## src/rtl/uart_pkg.sv

```systemverilog
// Shared UART constants: FSM state encoding and oversampling points.
package uart_pkg;

  typedef enum logic [1:0] {
    IDLE  = 2'd0,
    START = 2'd1,
    DATA  = 2'd2,
    STOP  = 2'd3
  } uart_state_e;

  localparam int unsigned OVERSAMPLE = 16;
  localparam int unsigned MID_SAMPLE = 7;
  localparam int unsigned TICK_W     = 6;

endpackage

```

## src/rtl/sync_2ff.sv

```systemverilog
// Two-flop synchronizer for a single asynchronous bit, with selectable reset value.
module sync_2ff #(
  parameter logic RESET_VALUE = 1'b1
) (
  input  logic clk,
  input  logic reset_n,
  input  logic d,
  output logic q
);

  logic meta;

  always_ff @(posedge clk or negedge reset_n) begin
    if (!reset_n) begin
      meta <= RESET_VALUE;
      q    <= RESET_VALUE;
    end else begin
      meta <= d;
      q    <= meta;
    end
  end

endmodule

```

## src/rtl/uart_receiver.sv

```systemverilog
// 16x-oversampled UART receiver: start/DATA/stop framing, LSB first, no parity.
module uart_receiver
  import uart_pkg::*;
#(
  parameter int unsigned DBIT    = 8,
  parameter int unsigned SB_TICK = 16
) (
  input  logic            clk,
  input  logic            reset_n,
  input  logic            s_tick,
  input  logic            rx,
  output logic [DBIT-1:0] rx_data,
  output logic            rx_done,
  output logic            frame_error
);

  localparam int unsigned N_W = $clog2(DBIT);
  localparam logic [TICK_W-1:0] T_MID  = TICK_W'(MID_SAMPLE);
  localparam logic [TICK_W-1:0] T_LAST = TICK_W'(OVERSAMPLE - 1);
  localparam logic [TICK_W-1:0] T_STOP = TICK_W'(SB_TICK - 1);
  localparam logic [N_W-1:0]    N_LAST = N_W'(DBIT - 1);

  logic              rx_s;
  logic              rx_q;
  uart_state_e       state, state_next;
  logic [TICK_W-1:0] t, t_next;
  logic [N_W-1:0]    n, n_next;
  logic [DBIT-1:0]   sr, sr_next;
  logic [DBIT-1:0]   rx_data_next;
  logic              rx_done_next;
  logic              frame_error_next;

  sync_2ff #(.RESET_VALUE(1'b1)) u_sync (
    .clk     (clk),
    .reset_n (reset_n),
    .d       (rx),
    .q       (rx_s)
  );

  // State, counters, shift register and registered outputs.
  always_ff @(posedge clk or negedge reset_n) begin
    if (!reset_n) begin
      rx_q        <= 1'b1;
      state       <= IDLE;
      t           <= '0;
      n           <= '0;
      sr          <= '0;
      rx_data     <= '0;
      rx_done     <= 1'b0;
      frame_error <= 1'b0;
    end else begin
      rx_q        <= rx_s;
      state       <= state_next;
      t           <= t_next;
      n           <= n_next;
      sr          <= sr_next;
      rx_data     <= rx_data_next;
      rx_done     <= rx_done_next;
      frame_error <= frame_error_next;
    end
  end

  // Next-state logic; only the IDLE edge detector runs without a tick.
  always_comb begin
    state_next       = state;
    t_next           = t;
    n_next           = n;
    sr_next          = sr;
    rx_data_next     = rx_data;
    rx_done_next     = 1'b0;
    frame_error_next = frame_error;
    case (state)
      IDLE: begin
        if (rx_q && !rx_s) begin
          state_next = START;
          t_next     = '0;
        end
      end
      START: begin
        if (s_tick) begin
          if (t == T_MID) begin
            if (!rx_s) begin
              state_next = DATA;
              t_next     = '0;
              n_next     = '0;
            end else begin
              state_next = IDLE;
            end
          end else begin
            t_next = t + TICK_W'(1);
          end
        end
      end
      DATA: begin
        if (s_tick) begin
          if (t == T_LAST) begin
            sr_next = {rx_s, sr[DBIT-1:1]};
            t_next  = '0;
            if (n == N_LAST) begin
              state_next = STOP;
            end else begin
              n_next = n + N_W'(1);
            end
          end else begin
            t_next = t + TICK_W'(1);
          end
        end
      end
      STOP: begin
        if (s_tick) begin
          if (t == T_STOP) begin
            rx_data_next     = sr;
            frame_error_next = ~rx_s;
            rx_done_next     = 1'b1;
            state_next       = IDLE;
          end else begin
            t_next = t + TICK_W'(1);
          end
        end
      end
      default: state_next = IDLE;
    endcase
  end

endmodule

```

## config.mk

```make
export PLATFORM = sky130hd
export DESIGN_NAME = uart_receiver
export DESIGN_NICKNAME = d
export VERILOG_FILES = /design/src/rtl/uart_pkg.sv /design/src/rtl/sync_2ff.sv /design/src/rtl/uart_receiver.sv
export SDC_FILE = /design/constraint.sdc
export NUM_CORES = 1
export LEC_CHECK = 0
export ABC_CLOCK_PERIOD_IN_PS = 2700
export CAP_MARGIN = 20
export CORE_ASPECT_RATIO = 1.2
export CORE_MARGIN = 3
export CORE_UTILIZATION = 45
export DETAILED_ROUTE_END_ITERATION = 7
export HOLD_SLACK_MARGIN = 0.15
export MAX_ROUTING_LAYER = met4
export PLACE_DENSITY_LB_ADDON = 0.25
export SLEW_MARGIN = 30
export SYNTH_ARGS = -nofsm -noshare
export SYNTH_HDL_FRONTEND = slang
export SYNTH_SLANG_ARGS = --single-unit
export TNS_END_PERCENT = 30
```

## constraint.sdc

```tcl
create_clock -name clk -period 2.7 [get_ports clk]
set_input_delay 0.675 -clock clk [delete_from_list [all_inputs] [get_ports clk]]
set_output_delay 0.675 -clock clk [all_outputs]
set_load 0.01 [all_outputs]
```

* Yosys cells after proc, flatten, opt, wreduce, memory -nomap -nowiden *
Index checks and enable logic that the tools add are counted.

storage, ports and cells
  word-level logic and storage cells = 69
  bits of input ports = 4
  output and inout bits = 10
  register bits = 32

operators by class
  eq/ne operators = 18
  add/sub/neg operators = 2
  bitwise operators = 1
  reductions and logical operators = 9
  mux-type cells = 29

operators by type and width
  cell                                                                    count
  6-bit 2-to-1 mux                                                        8
  6-bit one-hot mux with 4 select lines                                   1
  2-bit inequality test (second input constant)                           11
  2-bit 2-to-1 mux                                                        9
  3-bit 2-to-1 mux                                                        6
  2-bit one-hot mux with 4 select lines                                   1
  8-bit AND reduction                                                     1
  7-bit AND reduction                                                     1
  6-bit by 1-bit adder with 6-bit output (second input constant)          1
  6-bit by 3-bit equality test with 1-bit output (second input constant)  1
  6-bit by 4-bit equality test with 1-bit output (second input constant)  1
  3-bit one-hot mux with 2 select lines                                   1
  3-bit AND reduction                                                     2
  6-bit AND reduction                                                     1
  2-bit equality test (second input constant)                             2
  3-bit by 1-bit adder with 3-bit output (second input constant)          1
  3-bit equality test (second input constant)                             1
  1-bit 2-to-1 mux                                                        3
  3-bit inequality test (second input constant)                           1
  2-bit by 1-bit equality test with 1-bit output (second input constant)  1
  2-bit zero test                                                         1
  2-bit nonzero test                                                      1
  1-bit logical AND                                                       1
  1-bit zero test                                                         1
  1-bit NOT                                                               1

* Depth between registers and ports, before layout *
Gate-level depths: netlist of the first run.

  depth after elaboration = 5
  gate-level depth with buffers = 6
  gate-level depth less buffers = 5

* Cells and area by module *
From an unflattened synthesis of the first run, not the netlist that was laid out.

unflattened totals
  cell total of the unflattened synthesis = 132
  area, all modules = 1579.0 µm²

by module, submodules not included
  module         sequential area each (µm²)  area each (µm²)  times used  cells an instance
  uart_receiver  752.0                       1526.5           1           130
  sync_2ff       52.6                        52.6             1           2

* Least setup slack after synthesis of the first run *
No wires, ideal clock.

  path kind = input to register
  start point = in s_tick
  end point = reg n[0]
  stages = 5
  slack = 865 ps
  path buffers = 1
  setup time = 128 ps
  arrival = 1707 ps
  required time = 2572 ps
  cell sequence = buf_4 -> nand4_1 -> nor4_4 -> a32oi_2 -> mux2_1

between the ends
  word-level cells in the longest chain between the ends = 2
  elaborated cells between the ends (all ways) = 3
  those cells by class = eq/ne: 2; reduce/logical: 1

ends and longest elaborated chain
  what                                    RTL line             RTL
  from (decl)                             uart_receiver.sv:10  input logic s_tick,
  2-bit inequality test (no source line)  --
  7-bit AND reduction (no source line) *  --
  to (signal assigned)                    uart_receiver.sv:55  n <= n_next;
  to (decl)                               uart_receiver.sv:27  logic [N_W-1:0] n, n_next;

Mark *: on every way between the ends. The rest lies on a longest branch, timed or not.
A chain may end at the register's enable or synchronous reset.

* Worst setup path after layout of the first run *
  start point = in s_tick
  end point = reg t[3]

between the ends
  word-level cells in the longest chain between the ends = 2
  elaborated cells between the ends (all ways) = 4
  those cells by class = eq/ne: 3; reduce/logical: 1

ends and longest elaborated chain
  what                                    RTL line             RTL
  2-bit inequality test (no source line)  --
  6-bit AND reduction (no source line) *  --
  to (signal assigned)                    uart_receiver.sv:54  t <= t_next;
  to (decl)                               uart_receiver.sv:26  logic [TICK_W-1:0] t, t_next;

Marks and branches as above.

==> impl_results.md, run 1 <==
- Status: finished, final reports clean
- Share of cells above drive strength 1: 23.6%
- DR pass1 iterations: 4
- Row Count: 22
- Final min period: 2.07 ns
- Fill cell count: 287
- Pin count of the biggest net entering global routing: 33
- First-pass GRT wire length: 5440 um
- Synth warn: 0
- Diode count: 0
- VDD IR-drop max: 0.484 mV
- Die H: 70.4 um
- CP Launch Type: input port
- Setup_tns: 0 ns
- Worst Skew: 0.0115 ns
- Leading area contributor after synthesis: dfrtp_1
- Num CTS Buffers: 5
- Die area: 4190 sq um
- Gate Count Post-Synth: 137
- Finished Cell Area: 1790 sq um
- TritonCTS clock tree: yes
- Max-cap violations: 0
- WL per Instance: 15.5 um
- Register area: 805 sq um
- Worst slew pin tran: 0.455 ns
- PwrDens: 808 nW/um^2
- Port buffer count: 13
- Initial Util: 48.6%
- Max Slew Vio Count: 0
- Top post-synthesis cells by area: dfrtp_1, mux2_2, nand2_1, dfstp_2, ha_1
- Worst hold path type: reg -> reg
- H-tree levels: 2
- Vias in the first global route: 1175
- NumNets Final: 163
- Initial antenna violation count: 0
- Worst-path clk slew: 0.10 ns
- Max_slew headroom: 69.7%
- Grt total ovfl: 0
- Layout Area Growth over Synthesis: 15.1%
- Synth Register Bits: 32
- Register area share after synthesis: 51.8%
- Yosys top cell area share: 46.7%
- Post-Syn Nets: 144
- Clk Latency, worst-skew pair: 0.33 ns
- Leakage: 0.000844 uW
- HPWL after DPL: 2120 um
- Via count: 1117
- CP endpoint kind: flip-flop
- Drt initial violations: 76
- Setup Crit Path Kind: in -> reg
- RSZ-0062 raised after global routing: no
- Drt via density: 5.79
- I/O Pins: 14
- Final setup viols: 0
- Worst EP arrival: 2.30 ns
- Drt total wl: 2990 um
- Tcrit/Tclk final: 76.5%
- GRT Total Usage: 17.5%
- Path depth of the worst reg2reg path: 5
- Hold Vio Cnt, Final: 0
- Die width: 59.6 um
- Post-route ant nets: 0
- Placed cell area: 1730 sq um
- FMAX: 484 MHz
- CTS Root Cell: clkbuf_4
- Core area: 3190 sq um
- CTS Buffer Depth: 2
- Synthesized cell area: 1550 sq um
- Hold path depth: 0
- Clock Sinks: 32
- DR DRC count: 0
- Area of the multi-input gates: 701 sq um
- Synthesized area per cell: 11.3 sq um
- Synth cell types: 40
- Cts hold-fix bufs: 0
- Req. time, crit path: 2.93 ns
- Resize count post-CTS: 0
- Crit Path Max Fanout: 10
- Routability congestion estimate: 0.852
- Finished Core Util: 56.0%
- Post-CTS Setup Inserts: 0
[registers in the layout (all words and copies together), names as in the netlist, named ones only]
| name | count |
|---|---|
| u_sync.q | 1 |
| rx_data | 8 |
| n | 3 |
| frame_error | 1 |
| u_sync.meta | 1 |
| t | 6 |
| state | 1 |
| rx_done | 1 |
| rx_q | 1 |
| sr | 8 |
[metal layers]
metal	track usage, %	part of all wire (%)	vias to the layer above	wire length [um]
met4	5.91	1.1	0	34
met3	5.18	4.2	5	126
met1	21.5	44	562	1310
met5	-	0	-	0
met2	27.3	51	26	1510
li1	-	-	524	-
[worst paths after layout]
check / startpoint / end / slack (ns)
setup / recovery: s_tick / t[3] / 0.63
hold / removal: u_sync.meta / u_sync.q / 0.36
setup reg to reg: t[0] / t[3] / 0.87
hold reg to reg: u_sync.meta / u_sync.q / 0.36
max in group asynchronous: reset_n / rx_q / 1.65
min in group asynchronous: reset_n / t[1] / 0.72
[layout by cell type, fill, tap and decap left out, types with 2 or more instances in the layout]
cell and count:
clkinv_2 2, mux2i_1 2, buf_4 4, nor2b_1 4
a31oi_1 2, ha_1 3, a21oi_1 4, dfrtp_1 29
inv_1 4, clkbuf_4 5, clkdlybuf4s50_1 13, dfstp_2 3
and2_1 2, nand2_1 28, nor2_1 7, mux2_2 12
o21ai_0 3, nand4_1 3, and3_1 3
[Yosys cell counts (all sizes together)]
library cell,n
and2,2
buf,5
a21oi,4
o2bb2ai,1
dfrtp,29
a211o,1
o31a,1
nor3,1
nand3b,1
nor4,1
a31oi,2
nor2b,4
inv,4
and3,3
o41a,1
a221o,1
o211ai,1
and4bb,1
ha,3
mux2,14
nand4,3
o21ai,4
nand2b,1
a22o,2
nand4bb,1
nor2,7
nand3,1
nor3b,1
o41ai,1
dfstp,3
a41oi,1
a32oi,1
mux2i,2
nand2,28
and2b,1
[critical path, cell delays in order]
cell and delay [ns]:
clkdlybuf4s50_1 0.66, o21ai_0 0.26, o41a_1 0.20, a221o_1 0.28, a22o_1 0.23
[cell type report]
| class | count | share of cell area [%] |
|---|---|---|
| inverters | 4 | 0.840 |
| well taps | 36 | 2.52 |
| repair buffers | 17 | 8.96 |
| clock inverters | 2 | 0.560 |
| flip-flops and latches | 32 | 45.0 |
| multi-input cells | 96 | 39.2 |
| clock buffers | 6 | 2.87 |
[power by group]
group	total, uW	switching [uW]	internal, uW
sequential	715	151	564
clock	287	163	124
combinational	442	208	235
total	1440	522	922
[metrics by stage]
step           setup slack (ns)  std cells  hold WS, ns  power (uW)
6_report                  0.634        193        0.360        1440
5_1_grt                   0.535        193        0.366        1560
4_1_cts                   0.659        193        0.362        1450
3_5_place_dp              0.297        185        0.347        1160
3_3_place_gp              0.372        185        0.346        1130
2_1_floorplan             0.865        137        0.345        1060
[logic make-up (layout without fill, tap and decap cells)]
group	Yosys count	count (layout)	share of synthesized area (%)
fa+ha+maj	3	3	2.42
simple gates	56	56	20.1
compound gates	21	21	10.9
buf+inv	9	29	3.06
flops	32	32	51.8
mux	16	16	11.7
Note: power is estimated with default switching activity, not from simulation.
==> run 2, diff against run 1 <==
Settings changed: ABC_CLOCK_PERIOD_IN_PS 2700 to 2070.
Clock period 2.7 ns to 2.07 ns, I/O delays scaled along.
==> run 2 against run 1 <==
Die area unchanged. Non-clock buffer count increased by 3. Combinational power increased by 31%. Global-route usage decreased by 1.1 points. Total power increased by 36%. Clock skew decreased by 0.0085 ns. Sequential share of layout area decreased by 0.93 points. Design area increased by 2.1%. Critical path depth decreased by 1. Via count decreased by 1.7%. Critical endpoint is now t[1]. Largest cell class unchanged. Largest power group unchanged. Highest routed layer unchanged.
==> impl_results.md, run 2 (same netlist as run 1, synthesis figures left out) <==
- Max-cap violations: 0 (unchanged)
- Hold path depth: 0 (unchanged)
- Path depth of the worst reg2reg path: 4 (-1)
- Critical path's largest stage delay: 0.55 ns (-0.11 ns)
- Post-CTS Setup Inserts: 0 (unchanged)
- DR DRC count: 0 (unchanged)
- HPWL after DPL: 2080 um (-1.8%)
- Slowest stage cell, crit path: dfrtp_1
- Crit Path Max Fanout: 14 (+4)
- Setup slack, reg-to-reg: 0.23 ns (-0.64 ns)
- Finished Core Util: 57.1% (+1.2 points)
- CP delay by family, top: compound AO/OA/AOI/OAI gates
- Reg2Reg Capture Point: t[1]
- Routability congestion estimate: 0.890 (+4.5%)
- H-tree levels: 2 (unchanged)
- Worst EP arrival: 2.05 ns (-0.25 ns)
- Clk Latency, worst-skew pair: 0.32 ns (about the same)
- Req. time, crit path: 2.29 ns (-0.64 ns)
- WL per Instance: 15.0 um (-3.0%)
- Num CTS Buffers: 5 (unchanged)
- Final min period: 1.84 ns
- Max Slew Vio Count: 0 (unchanged)
- Drt initial violations: 78 (+2.6%)
- CP endpoint kind: flip-flop
- I/O Pins: 14 (unchanged)
- TritonCTS clock tree: yes
- Die H: 70.4 um (unchanged)
- Die width: 59.6 um (unchanged)
- Worst slew pin tran: 0.446 ns (-0.00851 ns)
- GRT Total Usage: 16.5% (-1.1 points)
- Leakage: 0.000862 uW (+2.1%)
- Hold Startpoint: u_sync.meta
- Finished Layout Cells: 196 (+1.6%)
- Final hold slack: 0.360 ns (-0.000197 ns)
- First-pass GRT wire length: 5140 um (-5.5%)
- Row Count: 22 (unchanged)
- Core area: 3190 sq um (unchanged)
- Status: finished, final reports clean
- Cells along the critical path: o21ai_0 -> o41ai_2 -> o21ai_1 -> mux2_2
- Die area: 4190 sq um (unchanged)
- Largest regs: rx_data (8), sr (8), t (6)
- Setup_tns: 0 ns (unchanged)
- Hold path endpoint: u_sync.q
- Vias in the first global route: 1117 (-4.9%)
- Post-route ant nets: 0 (unchanged)
- Setup Crit Path Kind: reg -> reg
- Commonest non-fill, non-tap cell in the layout: dfrtp_1
- Cts hold-fix bufs: 0 (unchanged)
- PwrDens: 1080 nW/um^2 (+34%)
- Via count: 1098 (-1.7%)
- Grt total ovfl: 0 (unchanged)
- Share of cells above drive strength 1: 24.4% (+0.81 points)
- Diode count: 0 (unchanged)
- Max_slew headroom: 70.3% (+0.57 points)
- Worst hold path type: reg -> reg
- Clock Sinks: 32 (unchanged)
- CTS Buffer Depth: 2 (unchanged)
- CTS Root Cell: clkbuf_4
- Buf+Inv Stages, Crit Path: 0 (-1)
- FMAX: 545 MHz
- Worst Skew: 0.00296 ns (-0.00854 ns)
- Most frequent cells in the layout: dfrtp_1, nand2_1, clkdlybuf4s50_1
- Resize count post-CTS: 0 (unchanged)
- Final setup viols: 0 (unchanged)
- RSZ-0062 raised after global routing: no
- VDD IR-drop max: 0.706 mV (+46%)
- CP Launch Type: flip-flop
- Tcrit/Tclk final: 88.7%
- Layout Area Growth over Synthesis: 17.5%
- Drt total wl: 2940 um (-1.5%)
- Hold Vio Cnt, Final: 0 (unchanged)
- Drt via density: 5.60 (-3.2%)
- Cells after DPL: 188 (+1.6%)
- Pin count of the biggest net entering global routing: 33 (unchanged)
- Worst-path clk slew: 0.10 ns (about the same)
- Initial antenna violation count: 0 (unchanged)
- Port buffer count: 13 (unchanged)
- Initial Util: 48.6% (unchanged)
- NumNets Final: 166 (+1.8%)
- DR pass1 iterations: 4 (unchanged)
==> run 2: cell count changes in the layout (fill, tap and decap cells not counted), sizes merged <==
| cell | change |
|---|---|
| buf | +3 |
| clkinv | -1 |
| bufinv | +1 |
==> run 2: worst reg2reg max path, cell delays in order (launching register included) <==
cell and delay, ns:
dfrtp_1 0.55, o21ai_0 0.44, o41ai_2 0.19, o21ai_1 0.19, mux2_2 0.36
==> run 2: final cells by class <==
class | instances | area [sq um]
clock inverters | 2 | 35.0
inverters | 4 | 15.0
multi-input cells | 96 | 701
repair buffers | 20 | 183
flip-flops and latches | 32 | 805
clock buffers | 6 | 41.3
well taps | 36 | 45.0
fillers | 269 | 1370
==> run 2: report_power, final <==
group          switching, uW  internal, uW  total [uW]
combinational            269           309         579
sequential               193           735         928
clock                    209           253         462
==> run 2: how the worst max path moves through the flow <==
stage               endpoint  slack (ns)  cells after the start
finish                  t[1]        0.23                      4
detailed placement      t[3]       -0.02                      5
floorplan               t[3]        0.38                      5
CTS                     t[1]        0.24                      4
global route            t[1]        0.16                      4
global placement        t[3]        0.06                      5
==> run 2: per-stage QoR <==
step / power (uW) / worst slack, ns / area (sq um)
after floorplan: 1380 / 0.381 / 1550
after global placement: 1480 / 0.0592 / 1750
after detailed placement: 1520 / -0.0170 / 1750
after CTS: 1990 / 0.239 / 1820
after global routing: 2110 / 0.163 / 1820
final: 1970 / 0.234 / 1820
==> run 2: layer usage <==
metal	up-vias	wire, um	share of wire, %	track usage [%]
li1	529	-	-	-
met1	542	1290	44	19.7
met2	21	1510	51	25.5
met3	6	112	3.8	4.99
met4	0	36	1.2	6.65
met5	-	0	0	-
